--- config.mk ---
export PLATFORM = sky130hd
export DESIGN_NAME = cdr_phase_picker
export DESIGN_NICKNAME = d
export VERILOG_FILES = /design/src/rtl/cdr_phase_picker_pkg.sv /design/src/rtl/cdr_phase_picker_decide.sv /design/src/rtl/cdr_phase_picker.sv
export SDC_FILE = /design/constraint.sdc
export NUM_CORES = 1
export LEC_CHECK = 0
export ABC_AREA = 1
export CORE_ASPECT_RATIO = 1.4
export CORE_MARGIN = 3
export CORE_UTILIZATION = 30
export CTS_CLUSTER_SIZE = 40
export DETAILED_ROUTE_END_ITERATION = 12
export HOLD_SLACK_MARGIN = 0.15
export SLEW_MARGIN = 20
export SYNTH_ARGS = -nofsm -noshare
export SYNTH_HDL_FRONTEND = slang
export SYNTH_SLANG_ARGS = --single-unit
--- constraint.sdc ---
create_clock -name clk -period 5.1 [get_ports clk]
set_input_delay 0.51 -clock clk [delete_from_list [all_inputs] [get_ports clk]]
set_output_delay 0.51 -clock clk [all_outputs]
set_load 0.02 [all_outputs]
--- src/rtl/cdr_phase_picker_pkg.sv ---
// cdr_pkg: shared types, constants and helpers for the oversampling CDR phase picker.
//   phase_t     - sample phase index (0..3) within a 4x oversampled word
//   NUM_PHASES  - number of selectable sample phases
//   OVERSAMPLE  - samples per input word
//   phase_step  - one-step phase move towards a target phase
package cdr_pkg;

    typedef logic [1:0] phase_t;

    localparam int NUM_PHASES = 4;
    localparam int OVERSAMPLE = 4;

    // Moves p a single step towards t. A distance of 2 (target directly
    // opposite) is resolved by stepping forward.
    function automatic phase_t phase_step(input phase_t p, input phase_t t);
        phase_t d;
        phase_t r;
        d = t - p;
        case (d)
            2'd0:    r = p;
            2'd3:    r = p - 2'd1;
            default: r = p + 2'd1;
        endcase
        return r;
    endfunction

endpackage

--- src/rtl/cdr_phase_picker_decide.sv ---
// cdr_phase_decide: combinational phase decision for one window.
// Ports:
//   totals     in  per-phase edge totals for the window, including this cycle
//   phase      in  currently selected sample phase
//   phase_next out phase to use from the next valid cycle
//   wrap_up    out phase moves 3->0 (one sample would be duplicated)
//   wrap_dn    out phase moves 0->3 (one sample would be skipped)
module cdr_phase_decide
    import cdr_pkg::*;
#(
    parameter int CNT_W = 5
) (
    input  logic [NUM_PHASES-1:0][CNT_W-1:0] totals,
    input  phase_t                           phase,
    output phase_t                           phase_next,
    output logic                             wrap_up,
    output logic                             wrap_dn
);

    logic [CNT_W-1:0] best_cnt;
    phase_t           best_idx;

    always_comb begin
        best_cnt = totals[0];
        best_idx = '0;
        // Strict compare keeps the lowest index on ties.
        for (int k = 1; k < NUM_PHASES; k++) begin
            if (totals[k] > best_cnt) begin
                best_cnt = totals[k];
                best_idx = phase_t'(k);
            end
        end

        // Sample half a UI away from the dominant edge position.
        if (best_cnt == '0) begin
            phase_next = phase;
        end else begin
            phase_next = phase_step(phase, best_idx + 2'd2);
        end

        wrap_up = (phase == 2'd3) && (phase_next == 2'd0);
        wrap_dn = (phase == 2'd0) && (phase_next == 2'd3);
    end

endmodule

--- src/rtl/cdr_phase_picker.sv ---
// cdr_phase_picker: back end of the 4x-oversampling CDR. Counts transitions
// per sample phase over WINDOW valid words, steers the sampling phase away
// from the edges, and emits 0, 1 or 2 recovered bits per cycle.
// Ports:
//   clk       in  word clock
//   rst_n     in  asynchronous active-low reset
//   in_valid  in  in_data valid this cycle
//   in_data   in  oversampled word, bit 0 earliest
//   out_valid out recovered bits present (registered, latency 1)
//   out_data  out recovered bits, bit 0 earlier; bit 1 only when out_cnt=2
//   out_cnt   out number of valid bits in out_data
//   out_phase out currently selected sample phase
module cdr_phase_picker
    import cdr_pkg::*;
#(
    parameter int WINDOW     = 16,
    parameter int INIT_PHASE = 2
) (
    input  logic                  clk,
    input  logic                  rst_n,
    input  logic                  in_valid,
    input  logic [OVERSAMPLE-1:0] in_data,
    output logic                  out_valid,
    output logic [1:0]            out_data,
    output logic [1:0]            out_cnt,
    output logic [1:0]            out_phase
);

    localparam int               CNT_W    = $clog2(WINDOW + 1);
    localparam int               WIN_W    = $clog2(WINDOW);
    localparam logic [WIN_W-1:0] WIN_LAST = WIN_W'(WINDOW - 1);
    localparam phase_t           INIT_P   = phase_t'(INIT_PHASE);

    logic                            prev_q,      prev_d;
    logic [NUM_PHASES-1:0][CNT_W-1:0] edge_cnt_q, edge_cnt_d;
    logic [WIN_W-1:0]                win_cnt_q,   win_cnt_d;
    phase_t                          phase_q,     phase_d;
    logic                            out_valid_q, out_valid_d;
    logic [1:0]                      out_data_q,  out_data_d;
    logic [1:0]                      out_cnt_q,   out_cnt_d;

    logic [NUM_PHASES-1:0]            edges;
    logic [NUM_PHASES-1:0][CNT_W-1:0] totals;
    logic                             dec_cycle;
    phase_t                           phase_next;
    logic                             wrap_up;
    logic                             wrap_dn;

    // Edge detection and running totals
    always_comb begin
        edges[0] = in_data[0] ^ prev_q;
        for (int k = 1; k < NUM_PHASES; k++) begin
            edges[k] = in_data[k] ^ in_data[k-1];
        end
        for (int k = 0; k < NUM_PHASES; k++) begin
            totals[k] = edge_cnt_q[k] + CNT_W'(edges[k]);
        end
        dec_cycle = in_valid && (win_cnt_q == WIN_LAST);
    end

    cdr_phase_decide #(
        .CNT_W (CNT_W)
    ) u_decide (
        .totals     (totals),
        .phase      (phase_q),
        .phase_next (phase_next),
        .wrap_up    (wrap_up),
        .wrap_dn    (wrap_dn)
    );

    // Next state and emission
    always_comb begin
        prev_d      = prev_q;
        edge_cnt_d  = edge_cnt_q;
        win_cnt_d   = win_cnt_q;
        phase_d     = phase_q;
        out_valid_d = 1'b0;
        out_cnt_d   = 2'd0;
        out_data_d  = out_data_q;

        if (in_valid) begin
            prev_d = in_data[OVERSAMPLE-1];

            if (dec_cycle) begin
                edge_cnt_d = '0;
                win_cnt_d  = '0;
                phase_d    = phase_next;
            end else begin
                edge_cnt_d = totals;
                win_cnt_d  = win_cnt_q + 1'b1;
            end

            // A 3->0 move would resample the same bit, so drop it; a 0->3
            // move would skip one, so emit both edge samples of this word.
            if (dec_cycle && wrap_up) begin
                out_valid_d = 1'b0;
                out_cnt_d   = 2'd0;
            end else if (dec_cycle && wrap_dn) begin
                out_valid_d = 1'b1;
                out_cnt_d   = 2'd2;
                out_data_d  = {in_data[3], in_data[0]};
            end else begin
                out_valid_d = 1'b1;
                out_cnt_d   = 2'd1;
                out_data_d  = {1'b0, in_data[phase_q]};
            end
        end
    end

    // State registers
    always_ff @(posedge clk or negedge rst_n) begin
        if (!rst_n) begin
            prev_q      <= 1'b0;
            edge_cnt_q  <= '0;
            win_cnt_q   <= '0;
            phase_q     <= INIT_P;
            out_valid_q <= 1'b0;
            out_data_q  <= 2'd0;
            out_cnt_q   <= 2'd0;
        end else begin
            prev_q      <= prev_d;
            edge_cnt_q  <= edge_cnt_d;
            win_cnt_q   <= win_cnt_d;
            phase_q     <= phase_d;
            out_valid_q <= out_valid_d;
            out_data_q  <= out_data_d;
            out_cnt_q   <= out_cnt_d;
        end
    end

    assign out_valid = out_valid_q;
    assign out_data  = out_data_q;
    assign out_cnt   = out_cnt_q;
    assign out_phase = phase_q;

endmodule
==> results of run 1 <==
## synth_stat cells (all sizes together), types with 5 or more instances
master and number:
nand2 95, inv 42, dfrtp 31, nand3 31, ha 23, nor2 20
o21ai 18, xor2 15, a21oi 7, o22ai 7, nand4 6, clkbuf 5
## cell families after synthesis
kind of cell / Yosys count / synth area share (%)
XOR/XNOR: 18 / 6.56
buffers and inverters: 50 / 8.28
adder cells (fa/ha/maj): 23 / 12.0
flip-flops: 32 / 33.4
AO/OA/AOI/OAI: 34 / 7.81
AND/OR/NAND/NOR: 157 / 32.0
## routing by layer
metal | vias to the layer above | GRT usage, % | part of all wire (%)
li1 | 1169 | - | -
met1 | 1117 | 16.9 | 38
met3 | 24 | 2.35 | 2.9
met5 | - | 0 | 0
met4 | 0 | 9.53 | 4.6
met2 | 52 | 27.7 | 55
## per-stage QoR
step | utilization (%) | cells
2_1_floorplan | - | 314
3_3_place_gp | 39.3 | 468
3_5_place_dp | 39.3 | 468
4_1_cts | 44.7 | 492
5_1_grt | 48.2 | 496
6_report | 48.2 | 496
## path summary, 6_finish.rpt
check                                         from                       end  slack, ns  cells past startpoint
min                        out_data[0]$_DFFE_PN0P_   out_data[0]$_DFFE_PN0P_       0.50                      2
min reg2reg                out_data[0]$_DFFE_PN0P_   out_data[0]$_DFFE_PN0P_       0.50                      2
min in group asynchronous                    rst_n  win_cnt_q[2]$_DFFE_PN0P_       0.63                      2
max in group asynchronous                    rst_n  out_phase[1]$_DFFE_PN1P_       4.13                      2
max reg2reg                     prev_q$_DFFE_PN0P_   out_data[0]$_DFFE_PN0P_      -0.41                     45
max                             prev_q$_DFFE_PN0P_   out_data[0]$_DFFE_PN0P_      -0.41                     45
## worst max-delay path, delay by kind of cell (launching register included)
family,cells,cell delay (ns)
XOR/XNOR,2,0.37
adder cells (fa/ha/maj),4,0.99
flip-flops,1,0.40
AO/OA/AOI/OAI,4,0.40
AND/OR/NAND/NOR,21,1.89
buffers and inverters,14,1.39
## sequential cells by signal (all words and copies together) (netlist names)
| name | count |
|---|---|
| prev_q | 1 |
| out_valid | 1 |
| out_cnt | 2 |
| win_cnt_q | 4 |
| edge_cnt_q | 20 |
| out_phase | 2 |
| out_data | 2 |
## cell type report
class / instances / area share, %
clock buffers: 6 / 1.94
flip-flops and latches: 32 / 21.5
well taps: 100 / 3.35
multi-input cells: 232 / 49.8
repair buffers: 82 / 18.1
clock inverters: 2 / 0.937
inverters: 42 / 4.35
## repair_timing
item	CTS	global route
cloned	0	0
endpoints found under the setup margin	7	7
buffers inserted	17	4
pin swaps	43	49
gates resized for setup	48	52
==> results.sh, run 1 <==
export IMPL_coreArea_sq_um=7750
export IMPL_hold_viol_final=0
export IMPL_final_area_sq_um=3740
export IMPL_syn_instance_count=314
export IMPL_placed_area_sq_um=3040
export IMPL_layout_common_cells="buf_4, nand2_1, inv_1"
export IMPL_crit_path_frequent_cell="nand2_2"
export IMPL_violations="setup timing"
export IMPL_fin_crit_ns=5.51
export IMPL_grt_antenna_before_repair=0
export IMPL_grt_pass1_vias=2502
export IMPL_crit_arrival_ns=5.73
export IMPL_slowest_delay_ns=0.40
export IMPL_fin_hold_ws_ns=0.498
export IMPL_area_delta_synth_final_pct=55.6
export IMPL_clkTransAtPathRegs_ns=0.07
export IMPL_synth_edf_count=0
export IMPL_routedWlPerCell_um=13.7
export IMPL_grt_pass1_wl_mm=11.1
export IMPL_multiInputGateArea_sq_um=1860
export IMPL_cts_buffers=5
export IMPL_layout_commonest_cell="buf_4"
export IMPL_die_h_um=112
export IMPL_ys_ff_latch=32
export IMPL_min_path_type="flip-flop to flip-flop"
export IMPL_drive_gt1_share_pct=43.7
export IMPL_routed_wl_mm=6.81
export IMPL_hpwl_mm=4.47
export IMPL_die_w_um=81.6
export IMPL_crit_required_ns=5.33
export IMPL_critPathSlowestCell="dfrtp_1"
export IMPL_ant_nets=0
export IMPL_synth_area_leader_cell="dfrtp_1"
export IMPL_worstSetupPathType="flip-flop to flip-flop"
export IMPL_port_buffers=13
export IMPL_cts_sinks=32
export IMPL_drt_iter0_markers=125
export IMPL_cts_max_level=2
export IMPL_slew_headroom_pct=61.3
export IMPL_cts_max_path_buffers=2
export IMPL_start_util_pct=31.0
export IMPL_synth_async_reset_ratio_pct=100
export IMPL_yosysWarnings=0
export IMPL_postLayoutSetupSlackWorst_ns=-0.407
export IMPL_finalCritPeriodShare_pct=108
export IMPL_gp_congestion=0.809
export IMPL_final_fill_count=695
export IMPL_num_antenna_cells=0
export IMPL_syn_area_sq_um=2400
export IMPL_avgSynthCellArea_sq_um=7.65
export IMPL_status="complete, but fails checks"
export IMPL_dpl_worst_slack_ns=-1.20
export IMPL_groute_usage_overall_pct=15.6
export IMPL_firstDrtPassIters=4
export IMPL_cts_root_buffer="clkbuf_8"
export IMPL_cap_violations=0
export IMPL_max_freq_mhz=182
export IMPL_nets=425
export IMPL_finalSetupViolCount=7
export IMPL_grt_overflow=0
export IMPL_synth_fp_nets=344
export IMPL_ys_seq_area_share_pct=33.4
export IMPL_fin_tns_setup_ns=-2.30
export IMPL_rsz0062_at_grt="yes"
export IMPL_startpoint_type="flip-flop"
export IMPL_crit_path_end_kind="flip-flop"
export IMPL_num_vias=2362
export IMPL_worst_pin_slew_ns=0.579
export IMPL_cp_max_fo=5
export IMPL_cts_tree="built"
export IMPL_seq_area_sq_um=802
export IMPL_io_pins=14
export IMPL_synth_top_area_share_pct=32.3
export IMPL_route_detailed_drc=0
export IMPL_synth_cell_types=30
export IMPL_grt_max_degree=33
export IMPL_final_max_slew_viol_count=0
export IMPL_cts_hold_buf=0
export IMPL_synth_area_leaders="dfrtp_1, nand2_1, ha_1"
export IMPL_row_count=38
export IMPL_synth_main_ff_cell="dfrtp_1"
export IMPL_dieArea_sq_um=9130
export IMPL_detail_route_vias_per_cell=4.76
export IMPL_skew_ns=0.00498
export IMPL_insertion_delay_ns=0.29
Power of run 1 is not shown: default switching activity piles up to over one toggle a cycle in this logic, so the estimate is an artifact.
==> run 2, diff against run 1 <==
- ABC_AREA: 1 -> unset
- CELL_PAD_IN_SITES_DETAIL_PLACEMENT: unset -> 0
- CELL_PAD_IN_SITES_GLOBAL_PLACEMENT: unset -> 1
- CTS_CLUSTER_DIAMETER: unset -> 50
- PLACE_DENSITY_LB_ADDON: unset -> 0.1
==> results.sh, run 2 <==
export IMPL_cts_tree="built"
export IMPL_syn_area_sq_um=2460
export IMPL_cap_violations=0
export IMPL_crit_path_end_kind="flip-flop"
export IMPL_violations="setup timing"
export IMPL_syn_instance_count=263
export IMPL_max_freq_mhz=174
export IMPL_rsz0062_at_grt="yes"
export IMPL_synth_area_mux_share_pct=3.81
export IMPL_largest_reg_flops=20
export IMPL_ant_nets=0
export IMPL_drive_gt1_share_pct=44.8
export IMPL_hold_viol_final=0
export IMPL_skew_ns=0.0169
export IMPL_start_util_pct=31.4
export IMPL_grt_pass1_vias=2320
export IMPL_synth_xor_area_share_pct=10.5
export IMPL_crit_required_ns=5.28
export IMPL_num_antenna_cells=0
export IMPL_layout_commonest_cell="buf_4"
export IMPL_reg2reg_to="out_data[0]$_DFFE_PN0P_"
export IMPL_cts_hold_buf=0
export IMPL_synth_cell_types=57
export IMPL_top_register="edge_cnt_q"
export IMPL_port_buffers=13
export IMPL_startpoint="in_data[0]"
export IMPL_finalSetupViolCount=7
export IMPL_routed_wl_mm=7.11
export IMPL_status="complete, but fails checks"
export IMPL_gp_congestion=0.825
export IMPL_worstHoldEndpoint="win_cnt_q[3]$_DFFE_PN0P_"
export IMPL_dieArea_sq_um=9350
export IMPL_io_pins=14
export IMPL_row_count=38
export IMPL_die_h_um=113
export IMPL_firstDrtPassIters=4
export IMPL_synth_main_ff_cell="dfrtp_1"
export IMPL_top_regs="edge_cnt_q (20), win_cnt_q (4)"
export IMPL_placed_area_sq_um=3250
export IMPL_num_vias=2218
export IMPL_avgSynthCellArea_sq_um=9.36
export IMPL_postLayoutSetupSlackWorst_ns=-0.645
export IMPL_groute_usage_overall_pct=16.8
export IMPL_synth_compound_area_share_pct=19.5
export IMPL_detail_route_vias_per_cell=4.87
export IMPL_die_w_um=82.6
export IMPL_reg2reg_from="prev_q$_DFFE_PN0P_"
export IMPL_grt_antenna_before_repair=0
export IMPL_cts_max_level=2
export IMPL_cts_sinks=32
export IMPL_min_path_type="flip-flop to flip-flop"
export IMPL_fin_hold_ws_ns=0.501
export IMPL_startpoint_type="input pin"
export IMPL_critPathSlowestCell="o41a_4"
export IMPL_synth_edf_count=0
export IMPL_cts_buffers=5
export IMPL_synth_async_reset_ratio_pct=100
export IMPL_nets=384
export IMPL_dp_cells=431
export IMPL_layout_common_cells="buf_4, dfrtp_1, inv_1"
export IMPL_synth_fp_nets=293
export IMPL_final_fill_count=752
export IMPL_routedWlPerCell_um=15.6
export IMPL_fin_cells=455
export IMPL_rrSetupSlack_ns=-0.63
export IMPL_slew_headroom_pct=61.5
export IMPL_synth_top_area_share_pct=31.5
export IMPL_ys_seq_area_share_pct=32.6
export IMPL_fin_crit_ns=5.75
export IMPL_crit_arrival_ns=5.93
export IMPL_grt_pass1_wl_mm=11.8
export IMPL_final_max_slew_viol_count=0
export IMPL_synth_area_leader_cell="dfrtp_1"
export IMPL_insertion_delay_ns=0.30
export IMPL_worstSetupPathType="input pin to flip-flop"
export IMPL_area_delta_synth_final_pct=57.1
export IMPL_slowest_delay_ns=0.48
export IMPL_route_detailed_drc=0
export IMPL_cts_root_buffer="clkbuf_8"
export IMPL_hpwl_mm=5.17
export IMPL_ys_ff_latch=32
export IMPL_clkTransAtPathRegs_ns=0.08
export IMPL_synth_common_cells="dfrtp_1, inv_1, ha_1"
export IMPL_rr_worst_depth=27
export IMPL_worst_pin_slew_ns=0.577
export IMPL_holdPathStages=1
export IMPL_crit_path_frequent_cell="ha_4"
export IMPL_synth_adder_area_share_pct=12.1
export IMPL_yosys_cell_count_top_type="dfrtp_1"
export IMPL_synth_simple_gate_area_share_pct=15.3
export IMPL_finalCritPeriodShare_pct=113
export IMPL_drt_iter0_markers=124
export IMPL_grt_overflow=0
export IMPL_synth_top_family_by_area="compound AO/OA/AOI/OAI gates"
export IMPL_coreArea_sq_um=7850
export IMPL_grt_max_degree=33
export IMPL_cts_max_path_buffers=2
export IMPL_hp_start="win_cnt_q[3]$_DFFE_PN0P_"
export IMPL_fin_tns_setup_ns=-3.70
export IMPL_final_area_sq_um=3870
export IMPL_cp_max_fo=4
export IMPL_yosysWarnings=0
export IMPL_synth_area_leaders="dfrtp_1, ha_1, xor2_1"
==> run 2: cell types whose count changed in the layout (fill, tap and decap cells not counted), sizes merged, moves of 3 or more <==
cell     before  now
xnor2         3   11
buf          71   83
inv          42   30
nor2         20    8
mux2          0    6
a31oi         0    3
o22ai         7    1
nand3        31   23
o2111ai       0    3
o22a          0    3
nand2b        0    3
o2bb2ai       0    9
nand2        95   16
==> run 2: cell type report <==
type / instances / area, sq um / share of cell area (%)
inverter: 30 / 115 / 2.98
sequential: 32 / 802 / 20.7
timing repair buffer: 94 / 778 / 20.1
clock inverter: 1 / 30.0 / 0.776
multi-input combinational: 191 / 1920 / 49.7
clock buffer: 7 / 96.3 / 2.49
tap: 100 / 125 / 3.23
==> run 2: what timing repair did <==
item | 4_1_cts | 5_1_grt
endpoints found under the setup margin | 7 | 7
pin swaps | 33 | 9
resized for setup | 51 | 23
buffers inserted | 10 | 6
==> run 2: metrics by stage <==
stage,setup WS (ns),utilization (%)
6_report,-0.645,49.3
5_1_grt,-0.866,49.3
4_1_cts,-0.657,46.9
3_5_place_dp,-1.66,41.5
3_3_place_gp,-1.54,41.5
2_1_floorplan,-0.791,-
==> run 2: how the worst max path moves through the flow <==
stage / endpoint / cells after the start
6_report: out_data[0]$_DFFE_PN0P_ / 29
3_3_place_gp: out_data[0]$_DFFE_PN0P_ / 32
2_1_floorplan: out_data[0]$_DFFE_PN0P_ / 30
5_1_grt: out_data[0]$_DFFE_PN0P_ / 30
3_5_place_dp: out_data[0]$_DFFE_PN0P_ / 32
4_1_cts: out_data[0]$_DFFE_PN0P_ / 29
==> run 2: kinds of logic after synthesis <==
logic type	Yosys count
XOR/XNOR	27
buffers and inverters	40
adder cells (fa/ha/maj)	24
AO/OA/AOI/OAI	63
AND/OR/NAND/NOR	70
flip-flops	32
multiplexers	7
==> run 2: routing by layer <==
metal  vias up  track usage (%)  wire (um)
li1       1115                -          -
met1      1056             21.2       3050
met2        37             28.6       3730
met3        10             2.79        184
met4         0             5.78        145
met5         -                0          0
==> run 2: worst max-delay path, delay by kind of cell <==
| family | cells | cell delay [ns] |
|---|---|---|
| muxes | 2 | 0.62 |
| and+or+nand+nor | 7 | 1.04 |
| xor gates and xnor gates | 4 | 0.63 |
| AOI/OAI and AO/OA | 8 | 1.69 |
| adders and majority gates | 5 | 1.16 |
| buffers and inverters | 3 | 0.27 |
Power of run 2 is left out for the same reason.
==> run 3, diff against run 2 <==
- CORE_UTILIZATION: 30 -> 42
- PLACE_DENSITY: unset -> 0.79
- PLACE_DENSITY_LB_ADDON: 0.1 -> unset
- SLEW_MARGIN: 20 -> unset
==> results.sh, run 3 (same netlist as run 2, synthesis figures left out) <==
export IMPL_status="complete, but fails checks"
export IMPL_violations="setup timing"
export IMPL_grt_overflow=0
export IMPL_ant_nets=0
export IMPL_top_regs="edge_cnt_q (20), win_cnt_q (4)"
export IMPL_cap_violations=0
export IMPL_startpoint_type="input pin"
export IMPL_crit_path_end_kind="flip-flop"
export IMPL_nets=382
export IMPL_slew_headroom_pct=64.8
export IMPL_finalSetupViolCount=7
export IMPL_route_detailed_drc=0
export IMPL_fin_tns_setup_ns=-3.84
export IMPL_postLayoutSetupSlackWorst_ns=-0.687
export IMPL_grt_pass1_wl_mm=11.8
export IMPL_crit_arrival_ns=5.96
export IMPL_drt_iter0_markers=63
export IMPL_worst_pin_slew_ns=0.527
export IMPL_groute_usage_overall_pct=22.2
export IMPL_layout_commonest_cell="buf_4"
export IMPL_max_freq_mhz=173
export IMPL_hold_viol_final=0
export IMPL_cts_buffers=5
export IMPL_min_path_type="flip-flop to flip-flop"
export IMPL_dieArea_sq_um=6830
export IMPL_layout_common_cells="buf_4, dfrtp_1, inv_1"
export IMPL_routedWlPerCell_um=16.5
export IMPL_coreArea_sq_um=5610
export IMPL_grt_max_degree=33
export IMPL_critPathSlowestCell="o41a_4"
export IMPL_die_w_um=70.7
export IMPL_num_antenna_cells=0
export IMPL_firstDrtPassIters=4
export IMPL_largest_reg_flops=20
export IMPL_routed_wl_mm=6.97
export IMPL_crit_required_ns=5.28
export IMPL_cts_max_level=2
export IMPL_detail_route_vias_per_cell=5.35
export IMPL_cts_sinks=32
export IMPL_final_max_slew_viol_count=0
export IMPL_insertion_delay_ns=0.29
export IMPL_rsz0062_at_grt="yes"
export IMPL_cp_max_fo=4
export IMPL_port_buffers=13
export IMPL_area_delta_synth_final_pct=51.0
export IMPL_grt_antenna_before_repair=0
export IMPL_fin_crit_ns=5.79
export IMPL_worstSetupPathType="input pin to flip-flop"
export IMPL_cts_root_buffer="clkbuf_8"
export IMPL_die_h_um=96.6
export IMPL_top_register="edge_cnt_q"
export IMPL_row_count=32
export IMPL_num_vias=2253
export IMPL_drive_gt1_share_pct=43.6
export IMPL_skew_ns=0.0112
export IMPL_finalCritPeriodShare_pct=113
export IMPL_gp_congestion=0.886
export IMPL_slowest_delay_ns=0.37
export IMPL_clkTransAtPathRegs_ns=0.07
export IMPL_hpwl_mm=4.78
export IMPL_start_util_pct=43.9
export IMPL_grt_pass1_vias=2455
export IMPL_io_pins=14
export IMPL_cts_max_path_buffers=2
export IMPL_cts_tree="built"
export IMPL_final_fill_count=439
## run 3: cell type report
| cell class | instances | area [sq um] | share of cell area (%) |
|---|---|---|---|
| inverters | 30 | 113 | 3.03 |
| clock inverters | 2 | 35.0 | 0.942 |
| flip-flops and latches | 32 | 802 | 21.6 |
| well taps | 68 | 85.1 | 2.29 |
| clock buffers | 6 | 72.6 | 1.95 |
| multi-input cells | 191 | 1840 | 49.4 |
| repair buffers | 92 | 773 | 20.8 |
## run 3: layer usage
layer	track usage, %	vias up	routed length (um)
met5	0	-	0
met4	10.2	0	177
met3	3.31	12	165
met2	41.6	32	3810
met1	24.4	1095	2820
li1	-	1114	-
## run 3: repair_timing
action | in CTS | in global routing
buffers inserted | 14 | 3
resized for setup | 52 | 10
pin swaps | 38 | 20
hold buffers | 0 | 0
setup endpoints to repair | 7 | 7
## run 3: path summary, 6_finish.rpt
path | startpoint | to | slack, ns | depth (start not counted)
worst max register to register | prev_q$_DFFE_PN0P_ | out_data[0]$_DFFE_PN0P_ | -0.64 | 30
worst max-delay path | in_data[0] | out_data[0]$_DFFE_PN0P_ | -0.69 | 32
worst min register to register | edge_cnt_q[19]$_DFFE_PN0P_ | edge_cnt_q[19]$_DFFE_PN0P_ | 0.52 | 1
worst min-delay path | edge_cnt_q[19]$_DFFE_PN0P_ | edge_cnt_q[19]$_DFFE_PN0P_ | 0.52 | 1
max in group asynchronous | rst_n | out_phase[1]$_DFFE_PN1P_ | 4.15 | 2
min in group asynchronous | rst_n | edge_cnt_q[17]$_DFFE_PN0P_ | 0.62 | 2
## run 3: through the flow
stage               area [sq um]  cells  hold slack (ns)  setup slack [ns]  utilization [%]
global placement            3200    398            0.471             -1.48             57.2
detailed placement          3200    398            0.493             -1.72             57.2
global route                3720    421            0.526            -0.969             66.3
CTS                         3630    419            0.520            -0.657             64.7
floorplan                   2570    263            0.214            -0.791                -
finish                      3720    421            0.517            -0.687             66.3
## run 3: critical path, delay by kind of cell
| kind | cells | cell delay [ns] |
|---|---|---|
| muxes | 2 | 0.62 |
| AOI/OAI and AO/OA | 10 | 1.93 |
| buffers and inverters | 5 | 0.57 |
| xor gates and xnor gates | 2 | 0.36 |
| and+or+nand+nor | 9 | 1.07 |
| adders and majority gates | 4 | 0.90 |
Power of run 3 is left out for the same reason.
